`src/rtl/loader_pkg.sv`:
```
// loader_pkg: shared types and field widths for the UART instruction-memory loader.
package loader_pkg;
  typedef enum logic [2:0] {SYNC, LEN_LO, LEN_HI, PAYLOAD, CHECK, RUN} state_t;
  typedef enum logic [1:0] {RX_IDLE, RX_START, RX_DATA, RX_STOP} rx_state_t;
  localparam logic [7:0] SYNC_BYTE = 8'hA5;
  localparam int LEN_W = 16;
  localparam int SUM_W = 8;
endpackage

```
`src/rtl/uart_rx.sv`:
```
// uart_rx: 8N1 receiver emitting a one-cycle byte_valid or frame_err pulse per frame.
module uart_rx
  import loader_pkg::*;
#(
  parameter int CLKS_PER_BIT = 868
) (
  input  logic       clock,
  input  logic       reset,
  input  logic       rx,
  output logic       byte_valid,
  output logic       frame_err,
  output logic [7:0] data
);
  localparam int CW = $clog2(CLKS_PER_BIT + 1);
  rx_state_t state;
  logic rx_m, rx_s, rx_q;
  logic [CW-1:0] cnt;
  logic [2:0] idx;
  // rx_m/rx_s form the synchronizer; rx_q only remembers the previous level for edge detection
  always_ff @(posedge clock) begin
    if (reset) begin
      {rx_m, rx_s, rx_q} <= 3'b111;
      state <= RX_IDLE;
      cnt <= '0;
      idx <= '0;
      data <= '0;
      byte_valid <= 1'b0;
      frame_err <= 1'b0;
    end else begin
      rx_m <= rx;
      rx_s <= rx_m;
      rx_q <= rx_s;
      byte_valid <= 1'b0;
      frame_err <= 1'b0;
      cnt <= cnt + 1'b1;
      case (state)
        RX_IDLE: begin
          cnt <= '0;
          if (rx_q && !rx_s) state <= RX_START;
        end
        RX_START: if (cnt == CW'(CLKS_PER_BIT / 2)) begin
          cnt <= '0;
          idx <= '0;
          state <= rx_s ? RX_IDLE : RX_DATA;
        end
        RX_DATA: if (cnt == CW'(CLKS_PER_BIT - 1)) begin
          cnt <= '0;
          data <= {rx_s, data[7:1]};
          idx <= idx + 1'b1;
          if (idx == 3'd7) state <= RX_STOP;
        end
        RX_STOP: if (cnt == CW'(CLKS_PER_BIT - 1)) begin
          cnt <= '0;
          byte_valid <= rx_s;
          frame_err <= !rx_s;
          state <= RX_IDLE;
        end
        default: state <= RX_IDLE;
      endcase
    end
  end
endmodule

```
`src/rtl/imem_loader.sv`:
```
// imem_loader: receives a framed, checksummed image over UART and writes it byte-wise into instruction memory.
module imem_loader
  import loader_pkg::*;
#(
  parameter int CLKS_PER_BIT = 868,
  parameter int WIDTH        = 32,
  parameter int IMEM_DEPTH   = 4096
) (
  input  logic             clock,
  input  logic             reset,
  input  logic             rx,
  output logic             insMemEn,
  output logic [WIDTH-1:0] insMemData,
  output logic [WIDTH-1:0] insMemAddr,
  output logic             cpuReset,
  output logic             done,
  output logic             error
);
  state_t state;
  logic byte_valid, frame_err;
  logic [7:0] rx_byte;
  logic [LEN_W-1:0] len, addr, len_full;
  logic [SUM_W-1:0] sum;
  assign len_full = {rx_byte, len[7:0]};
  uart_rx #(.CLKS_PER_BIT(CLKS_PER_BIT)) u_rx (
    .clock(clock),
    .reset(reset),
    .rx(rx),
    .byte_valid(byte_valid),
    .frame_err(frame_err),
    .data(rx_byte)
  );
  always_ff @(posedge clock) begin
    if (reset) begin
      state <= SYNC;
      len <= '0;
      addr <= '0;
      sum <= '0;
      insMemEn <= 1'b0;
      insMemData <= '0;
      insMemAddr <= '0;
      cpuReset <= 1'b1;
      done <= 1'b0;
      error <= 1'b0;
    end else begin
      insMemEn <= 1'b0;
      if (frame_err && state != SYNC && state != RUN) begin
        error <= 1'b1;
        state <= SYNC;
      end else if (byte_valid) begin
        case (state)
          SYNC, RUN: if (rx_byte == SYNC_BYTE) begin
            state <= LEN_LO;
            error <= 1'b0;
            done <= 1'b0;
            cpuReset <= 1'b1;
            addr <= '0;
            sum <= '0;
          end
          LEN_LO: begin
            len[7:0] <= rx_byte;
            state <= LEN_HI;
          end
          LEN_HI: begin
            len <= len_full;
            if (len_full == '0 || 32'(len_full) > IMEM_DEPTH) begin
              error <= 1'b1;
              state <= SYNC;
            end else state <= PAYLOAD;
          end
          PAYLOAD: begin
            insMemEn <= 1'b1;
            insMemData <= WIDTH'(rx_byte);
            insMemAddr <= WIDTH'(addr);
            addr <= addr + 1'b1;
            sum <= sum + rx_byte;
            if (addr + 1'b1 == len) state <= CHECK;
          end
          CHECK: if (rx_byte == sum) begin
            done <= 1'b1;
            cpuReset <= 1'b0;
            state <= RUN;
          end else begin
            error <= 1'b1;
            state <= SYNC;
          end
          default: state <= SYNC;
        endcase
      end
    end
  end
endmodule

```
`config.mk`:
```
export PLATFORM = sky130hd
export DESIGN_NAME = imem_loader
export DESIGN_NICKNAME = d
export VERILOG_FILES = /design/src/rtl/loader_pkg.sv /design/src/rtl/uart_rx.sv /design/src/rtl/imem_loader.sv
export SDC_FILE = /design/constraint.sdc
export NUM_CORES = 1
export LEC_CHECK = 0
export ABC_AREA = 1
export CAP_MARGIN = 10
export CORE_ASPECT_RATIO = 0.8
export CORE_MARGIN = 4
export CORE_UTILIZATION = 50
export CTS_BUF_LIST = sky130_fd_sc_hd__clkbuf_4
export DETAILED_ROUTE_END_ITERATION = 8
export GPL_ROUTABILITY_DRIVEN = 0
export HOLD_SLACK_MARGIN = 0.15
export MAX_ROUTING_LAYER = met4
export PLACE_DENSITY = 0.74
export REMOVE_ABC_BUFFERS = 1
export SETUP_SLACK_MARGIN = 0.3
export SLEW_MARGIN = 20
export SYNTH_ARGS = -nofsm -noshare
export SYNTH_HDL_FRONTEND = slang
export SYNTH_HIERARCHICAL = 1
export SYNTH_SLANG_ARGS = --single-unit
export TNS_END_PERCENT = 30
```
`constraint.sdc`:
```
create_clock -name clock -period 2.35 [get_ports clock]
set_input_delay 0.47 -clock clock [delete_from_list [all_inputs] [get_ports clock]]
set_output_delay 0.47 -clock clock [all_outputs]
set_load 0.01 [all_outputs]
```
Word-level counts from Yosys, hierarchy flattened
Index checks and enable logic that the tools add are counted.

word-level totals
  bits in registers = 99
  input port bits = 3
  output and inout bits = 68
  word-level logic and storage cells = 118

cells by class
  add/subtract/negate cells = 4
  magnitude comparators = 1
  eq/ne operators = 26
  muxes and demuxes = 34
  bitwise operators = 4
  reduce and logical (&&, ||, !) cells = 29

operator list
  kind                                                                     number
  16-bit case mux with 2 select lines                                      1
  10-bit case mux with 3 select lines                                      1
  10-bit two-way mux                                                       2
  16-bit by 1-bit adder with 16-bit output, second input constant          1
  16-bit equality test                                                     1
  16-bit by 13-bit > comparator with 1-bit output, second input constant   1
  16-bit zero test                                                         1
  16-bit two-way mux                                                       1
  8-bit case mux with 2 select lines                                       1
  3-bit two-way mux                                                        5
  3-bit case mux with 5 select lines                                       1
  3-bit AND reduction                                                      5
  5-bit AND reduction                                                      3
  2-bit two-way mux                                                        7
  3-bit inequality test, second input constant                             4
  10-bit by 1-bit adder with 10-bit output, second input constant          1
  10-bit equality test, second input constant                              1
  10-bit by 9-bit equality test with 1-bit output, second input constant   1
  2-bit by 1-bit inequality test with 1-bit output, second input constant  5
  3-bit equality test, second input constant                               3
  1-bit two-way mux                                                        9
  8-bit adder                                                              1
  8-bit equality test                                                      1
  8-bit equality test, second input constant                               1
  other kinds (24)                                                         40

Longest topological paths before layout
Gate-level depths: netlist of run 1.

  depth after elaboration = 6
  gate-level depth with buffers = 17
  gate-level depth less buffers = 17

Modules after synthesis
The synthesis of run 1 kept the hierarchy.

by module, submodules not included
  module       instances  cells each  area each (µm²)  sequential area each (µm²)
  imem_loader  1          582         4,012.6          1,421.4
  uart_rx      1          157         1,248.7          560.5

Least setup slack after synthesis of run 1
No wires, ideal clock.

  kind = reg-to-reg
  from = reg u_rx.data[5]
  to = reg cpuReset
  setup time = 0.122 ns
  arrival time = 1.743 ns
  required time = 2.228 ns
  slack = 0.484 ns
  cell stages (with the launch flop) = 10
  buffers on the path = 0
  period minus slack after synthesis = 1.866 ns
  cell sequence = dfxtp_1 -> ha_1 -> inv_1 -> nand3_1 -> nor4_1 -> nor2_1 -> nor3_1 -> nand3_1 -> o21ai_0 -> nand2_1

between the ends
  word-level cells in the longest chain between the ends = 3
  elaborated cells on any way between the ends = 5
  classes of those cells = 4 x eq/ne; 1 x reduce/logical

RTL lines
  element                                        line                                  text
  start, declared                                uart_rx.sv:12                         output logic [7:0] data
  start signal, assigned                         uart_rx.sv:48                         data <= {rx_s, data[7:1]};
  8-bit equality test, on equally long branches  imem_loader.sv:79, imem_loader.sv:52
  2-bit inequality test (no line)                n/a
  5-bit AND reduction (no line) (*)              n/a
  end signal, assigned                           imem_loader.sv:42                     cpuReset <= 1'b1;
  end signal, assigned                           imem_loader.sv:56                     cpuReset <= 1'b1;
  end signal, assigned                           imem_loader.sv:81                     cpuReset <= 1'b0;
  end, declared                                  imem_loader.sv:15                     output logic cpuReset,

Every way passes the cells marked *; elsewhere a longest branch is shown, timed or not.
A chain may end at the register's enable or synchronous reset.

==> qor.csv, run 1 <==
metric,value,unit
Pleak,0.00236,µW
die span in y,99.8,µm
Reg area,2000,µm²
initial DRC count,396,
setup ws final,416,ps
Fmax,517,MHz
DRC errors left,0,
vias in the first global route,4469,
Finished Layout Cells,919,
initial antenna violation count,0,
drt wl/cell,13.1,µm
Post-Route WL,12.0,mm
"top cells by count, synth","nand2_1 (148), dfxtp_1 (99), a21oi_1 (70)",
sequential area share after synthesis,0.377,
slowest CP cell,dfxtp_1,
"worst slack, placed",190,ps
Num CTS Buffers,9,
cell breakdown of the critical path,inv_2 > nor2_1 > a21oi_2 > nand2_2 > nand2_2 > inv_1 > nand2_1 > o21ai_0 > a21oi_1,
max cap viols,0,
synth warn,6,
ANT cells,0,
kind of end point of the critical path,register,
CTS Sinks,99,
max-slew violations,0,
drt first pass iters,6,
leading area contributor after synthesis,dfxtp_1,
core area,10300,µm²
Worst Hold Class,register to register,
CP peak stage delay,470,ps
Final period util,0.823,
clock tree buffer depth,2,
crit path DAT,2290,ps
Post-synth EDFFs,0,
DR vias,4733,
Cell variety after synth,38,
Post-DRT Antenna Nets,0,
I/O Buffers,30,
all-layer global routing usage,0.211,
pwr/cell area,445,nW/µm²
post-layout util,0.564,
Placed Instances,902,
Syn Inst Count,739,
area grow syn2layout,10.3,%
IO Pins,71,
Synth area leaders,"dfxtp_1 (38%), nand2_1 (11%), a21oi_1 (6.7%)",
Initial Util,0.512,
largest net degree at the start of global routing,47,
TritonCTS clock tree,built,
global-route wire length before repair,20.5,mm
Worst path top cell family by delay,simple AND/OR/NAND/NOR gates,
CTS H-tree depth,3,
Final Net Count,791,
layout cells sized above 1,0.127,
Critical Path RT,2710,ps
clock slew at reported path FFs,150,ps
Period minus WS final,1930,ps
setup TNS,0,ps
"flops & latches, synth",99,
outcome,finished clean,
DP Wirelength,8.52,mm
clock skew,16.3,ps
"Top cell by count, worst path",nand2_2,
prevailing post-synth register cell,dfxtp_1,
ys async rst share,0,
grt ovf,0,
area occupied by multi-input gates,2810,µm²
most common cell in the netlist,nand2_1,
syn_area_per_cell,7.12,µm²
final setup fails,0,
VDD IR max,0.354,mV
critical path class,register to register,
WP buf/inv,2,
RSZ-0062 raised after global routing,true,
Layout fillers,985,
critical path launch point type,register,
Die Wd,123,µm
# rows,33,
DIE AREA,12200,µm²
synthesized area,5260,µm²
Worst-Skew Late Latency,470,ps
routed vias/inst,5.15,
post-synth top area share,0.377,
CTS root buf,clkbuf_4,
CP Max Fanout,15,
final hold vios,0,
==> final timing paths <==
kind	startpoint	endpoint	slack, ps	cells past startpoint
min reg2reg	u_rx/rx_m$_SDFF_PP1_	u_rx/rx_s$_SDFF_PP1_	440	1
min	u_rx/rx_m$_SDFF_PP1_	u_rx/rx_s$_SDFF_PP1_	440	1
max reg2reg	state[2]$_SDFFE_PP0P_	len[9]$_SDFFE_PP0P_	420	9
max	state[2]$_SDFFE_PP0P_	len[9]$_SDFFE_PP0P_	420	9
==> worst reg2reg max path, stage by stage, from the launching register on <==
cell     delay [ps]
dfxtp_1         470
inv_2            90
nor2_1          130
a21oi_2          70
nand2_2         110
nand2_2         100
inv_1           100
nand2_1         270
o21ai_0         410
a21oi_1          80
==> per-layer routing <==
| layer | vias to the layer above | routed length (µm) | track usage |
|---|---|---|---|
| li1 | 2421 | - | - |
| met1 | 2148 | 5430 | 0.263 |
| met2 | 144 | 5710 | 0.337 |
| met3 | 20 | 659 | 0.0540 |
| met4 | 0 | 197 | 0.0628 |
| met5 | - | 0 | - |
==> registers in the layout, summed over array words and instances (netlist names), 3 cells and up, named ones only <==
name,count
addr,16
insMemAddr,16
insMemData,8
len,16
state,3
sum,8
u_rx/cnt,10
u_rx/data,8
u_rx/idx,3
==> cell type report <==
type / instances / share of cell area
clock buffers: 10 / 0.0129
clock inverters: 5 / 0.00539
inverters: 75 / 0.0490
multi-input cells: 545 / 0.485
flip-flops and latches: 99 / 0.344
well taps: 140 / 0.0302
repair buffers: 45 / 0.0740
==> logic make-up after synthesis <==
family,after synthesis,synth area share
simple gates,349,0.312
compound gates,135,0.136
buf+inv,134,0.129
flops,99,0.377
fa+ha+maj,13,0.0323
xor+xnor,8,0.0133
other cells,1,0.000713
==> where the power goes <==
| group | switching, µW | internal [µW] | total (µW) |
|---|---|---|---|
| Clock | 545 | 218 | 763 |
| Combinational | 97.1 | 28.9 | 126 |
| Sequential | 8.01 | 1690 | 1690 |
==> metrics by stage <==
step	instance area, µm²	total power, µW	hold WS (ps)
final	5800	2580	438
after global routing	5800	2710	448
after CTS	5710	2620	439
after detailed placement	5600	1860	405
after global placement	5600	1850	392
after floorplan	5010	1820	389
==> placed cells by master (no fill, tap or decap), types with 8 or more instances in the layout <==
| master | instances |
|---|---|
| conb_1 | 40 |
| nor2_4 | 9 |
| clkbuf_4 | 10 |
| inv_1 | 66 |
| clkdlybuf4s50_1 | 30 |
| nand4_1 | 18 |
| buf_4 | 13 |
| nand2_2 | 12 |
| nand3_2 | 8 |
| nor2_1 | 65 |
| ha_1 | 11 |
| o21ai_0 | 50 |
| a21oi_1 | 70 |
| dfxtp_1 | 90 |
| nand3_1 | 61 |
| nor2_2 | 9 |
| dfxtp_2 | 8 |
| nand2_1 | 146 |
==> timing repair <==
item,in CTS,in global routing
buffers inserted,0,2
gates cloned,0,0
pin swaps,0,3
setup endpoints to repair,3,29
hold buffers,0,0
resized for setup,3,22
Note: power is estimated with default switching activity, not from simulation.
==> inputs of run 2 (changes only) <==
Clock period 2.35 ns to 1.88 ns, I/O delays scaled along.
==> run 2 against run 1 <==
Against the previous run: the run now ends with negative setup slack left; total power increased by 28%; fmax is 6.3% lower; combinational power is 29% higher; largest power group unchanged; sequential power increased by 25%; final cell count increased by 4.6%; worst hold slack barely moved; cell area is 15% higher; largest cell class unchanged; first-iteration DRC count increased by 24%; routed wire length increased by 18%; global-route usage up 2.7 points; die area unchanged; count of clock-buffer cells in the layout increased by 1.
==> qor.csv, run 2 (synthesized netlist as in run 1, its figures left out) <==
metric,value,unit,change
clock tree buffer depth,2,,unchanged
CTS root buf,clkbuf_4,,
RSZ-0062 raised after global routing,true,,
fin area,6650,µm²,+15%
Post-Route WL,14.1,mm,+18%
Worst path top cell family by delay,simple AND/OR/NAND/NOR gates,,
Critical Path RT,2260,ps,-450 ps
drt wl/cell,14.7,µm,+13%
VDD IR max,0.425,mV,+20%
# rows,33,,unchanged
critical path launch point type,register,,
critical path class,register to register,,
clock skew,24.0,ps,+7.64 ps
all-layer global routing usage,0.238,,+0.0269
Fmax,485,MHz,-6.3%
DP Wirelength,9.25,mm,+8.5%
initial antenna violation count,0,,unchanged
"Top cell by count, worst path",nand2_1,,
routed vias/inst,5.41,,+5.1%
DRC errors left,0,,unchanged
crit path DAT,2440,ps,+150 ps
CP Max Fanout,5,,-10
core area,10300,µm²,unchanged
Layout fillers,836,,-15%
CTS H-tree depth,3,,unchanged
final setup fails,4,,+4
Worst-Skew Late Latency,480,ps,about the same
cell breakdown of the critical path,ha_4 > nand2_4 > nor2_4 > buf_6 > nand4_1 > nand2_1 > nand2_1 > nand2_1 > nand2_1 > nor2_2 > nand3_2 > nand2_1 > nand2_2 > o21ai_2 > inv_1,,
DIE AREA,12200,µm²,unchanged
Worst Hold Class,register to register,,
clock slew at reported path FFs,150,ps,about the same
global-route wire length before repair,23.0,mm,+13%
Placement Cell Area,5760,µm²,+2.8%
Post-DRT Antenna Nets,0,,unchanged
layout cells sized above 1,0.253,,+0.126
failing checks,negative setup slack,,
drt first pass iters,6,,unchanged
IO Pins,71,,unchanged
DR vias,5201,,+9.9%
ANT cells,0,,unchanged
area grow syn2layout,26.3,%,
Power Total,3290,µW,+28%
kind of end point of the critical path,register,,
TritonCTS clock tree,built,,
vias in the first global route,5008,,+12%
Pleak,0.00317,µW,+34%
CP peak stage delay,400,ps,-70 ps
slowest CP cell,dfxtp_4,,
max cap viols,0,,unchanged
die span in y,99.8,µm,unchanged
hold buffer count at CTS,0,,unchanged
Final Net Count,832,,+5.2%
"most common cell after layout, fill and taps aside",nand2_1,,
biggest regs,"addr: 16 flops, insMemAddr: 16 flops, len: 16 flops",,
setup ws final,-183,ps,-599 ps
grt ovf,0,,unchanged
Final period util,1.10,,+0.274
initial DRC count,491,,+24%
Num CTS Buffers,9,,unchanged
Period minus WS final,2060,ps,+129 ps
WP buf/inv,2,,unchanged
Die Wd,123,µm,unchanged
largest net degree at the start of global routing,47,,unchanged
final hold vios,0,,unchanged
Initial Util,0.512,,unchanged
CTS Sinks,99,,unchanged
worst hold slack,438,ps,-0.420 ps
"commonest cells after routing, fill and taps aside","nand2_1 (135), dfxtp_1 (72), a21oi_1 (68)",,
I/O Buffers,30,,unchanged
max-slew violations,0,,unchanged
pwr/cell area,495,nW/µm²,+11%
outcome,"complete, but fails checks",,
-- run 2: cell types whose count changed in the layout (fill, tap and decap cells not counted), sizes merged --
cell and delta:
clkbuf +1, clkdlybuf4s50 -28, dlymetal6s2s +28, buf +41
-- run 2: layout make-up --
type                    count  area (µm²)  area share
multi-input cells         545        3150       0.473
flip-flops and latches     99        2030       0.305
repair buffers             86         892       0.134
inverters                  75         294      0.0442
well taps                 140         175      0.0264
clock buffers              11        82.6      0.0124
clock inverters             5        30.0     0.00452
-- run 2: power by group --
group,leakage (µW),switching [µW],internal (µW)
clock network,0.0000542,726,293
registers,0.000813,10.0,2100
logic,0.00230,121,40.6
total,0.00317,857,2440
-- run 2: timing repair --
| item | 4_1_cts | 5_1_grt |
|---|---|---|
| pin swaps | 36 | 35 |
| buffers inserted | 16 | 8 |
| setup endpoints to repair | 94 | 120 |
| resized for setup | 87 | 81 |
-- run 2: worst paths after layout --
kind / end / slack (ps) / cells past startpoint / start
max: state[0]$_SDFFE_PP0P_ / -180 / 15 / addr[0]$_SDFFE_PP0P_
max reg2reg: state[0]$_SDFFE_PP0P_ / -180 / 15 / addr[0]$_SDFFE_PP0P_
min: u_rx/rx_s$_SDFF_PP1_ / 440 / 1 / u_rx/rx_m$_SDFF_PP1_
min reg2reg: u_rx/rx_s$_SDFF_PP1_ / 440 / 1 / u_rx/rx_m$_SDFF_PP1_
-- run 2: metrics by stage --
step / utilization / setup WS [ps] / TNS, ps / cells
4_1_cts: 0.616 / 39.8 / 0 / 953
6_report: 0.647 / -183 / -490 / 961
2_1_floorplan: - / -325 / -5690 / 719
5_1_grt: 0.647 / -267 / -1350 / 961
3_5_place_dp: 0.560 / -81.5 / -228 / 921
3_3_place_gp: 0.560 / 15.2 / 0 / 921
-- run 2: routing by layer --
layer  wire, µm  up-vias  part of all wire  track usage
li1           -     2497                 -            -
met1       5910     2452              0.42        0.274
met2       7010      202              0.50        0.401
met3        794       50             0.056       0.0551
met4        409        0             0.029       0.0938
met5          0        -                 0            -
==> inputs of run 3 (changes only) <==
Settings changed: ABC_CLOCK_PERIOD_IN_PS set to 1880, CAP_MARGIN 10 to unset, CTS_CLUSTER_DIAMETER set to 40.
==> results of run 3 <==
The final DEF is identical to that of run 2; final timing and power are the same.
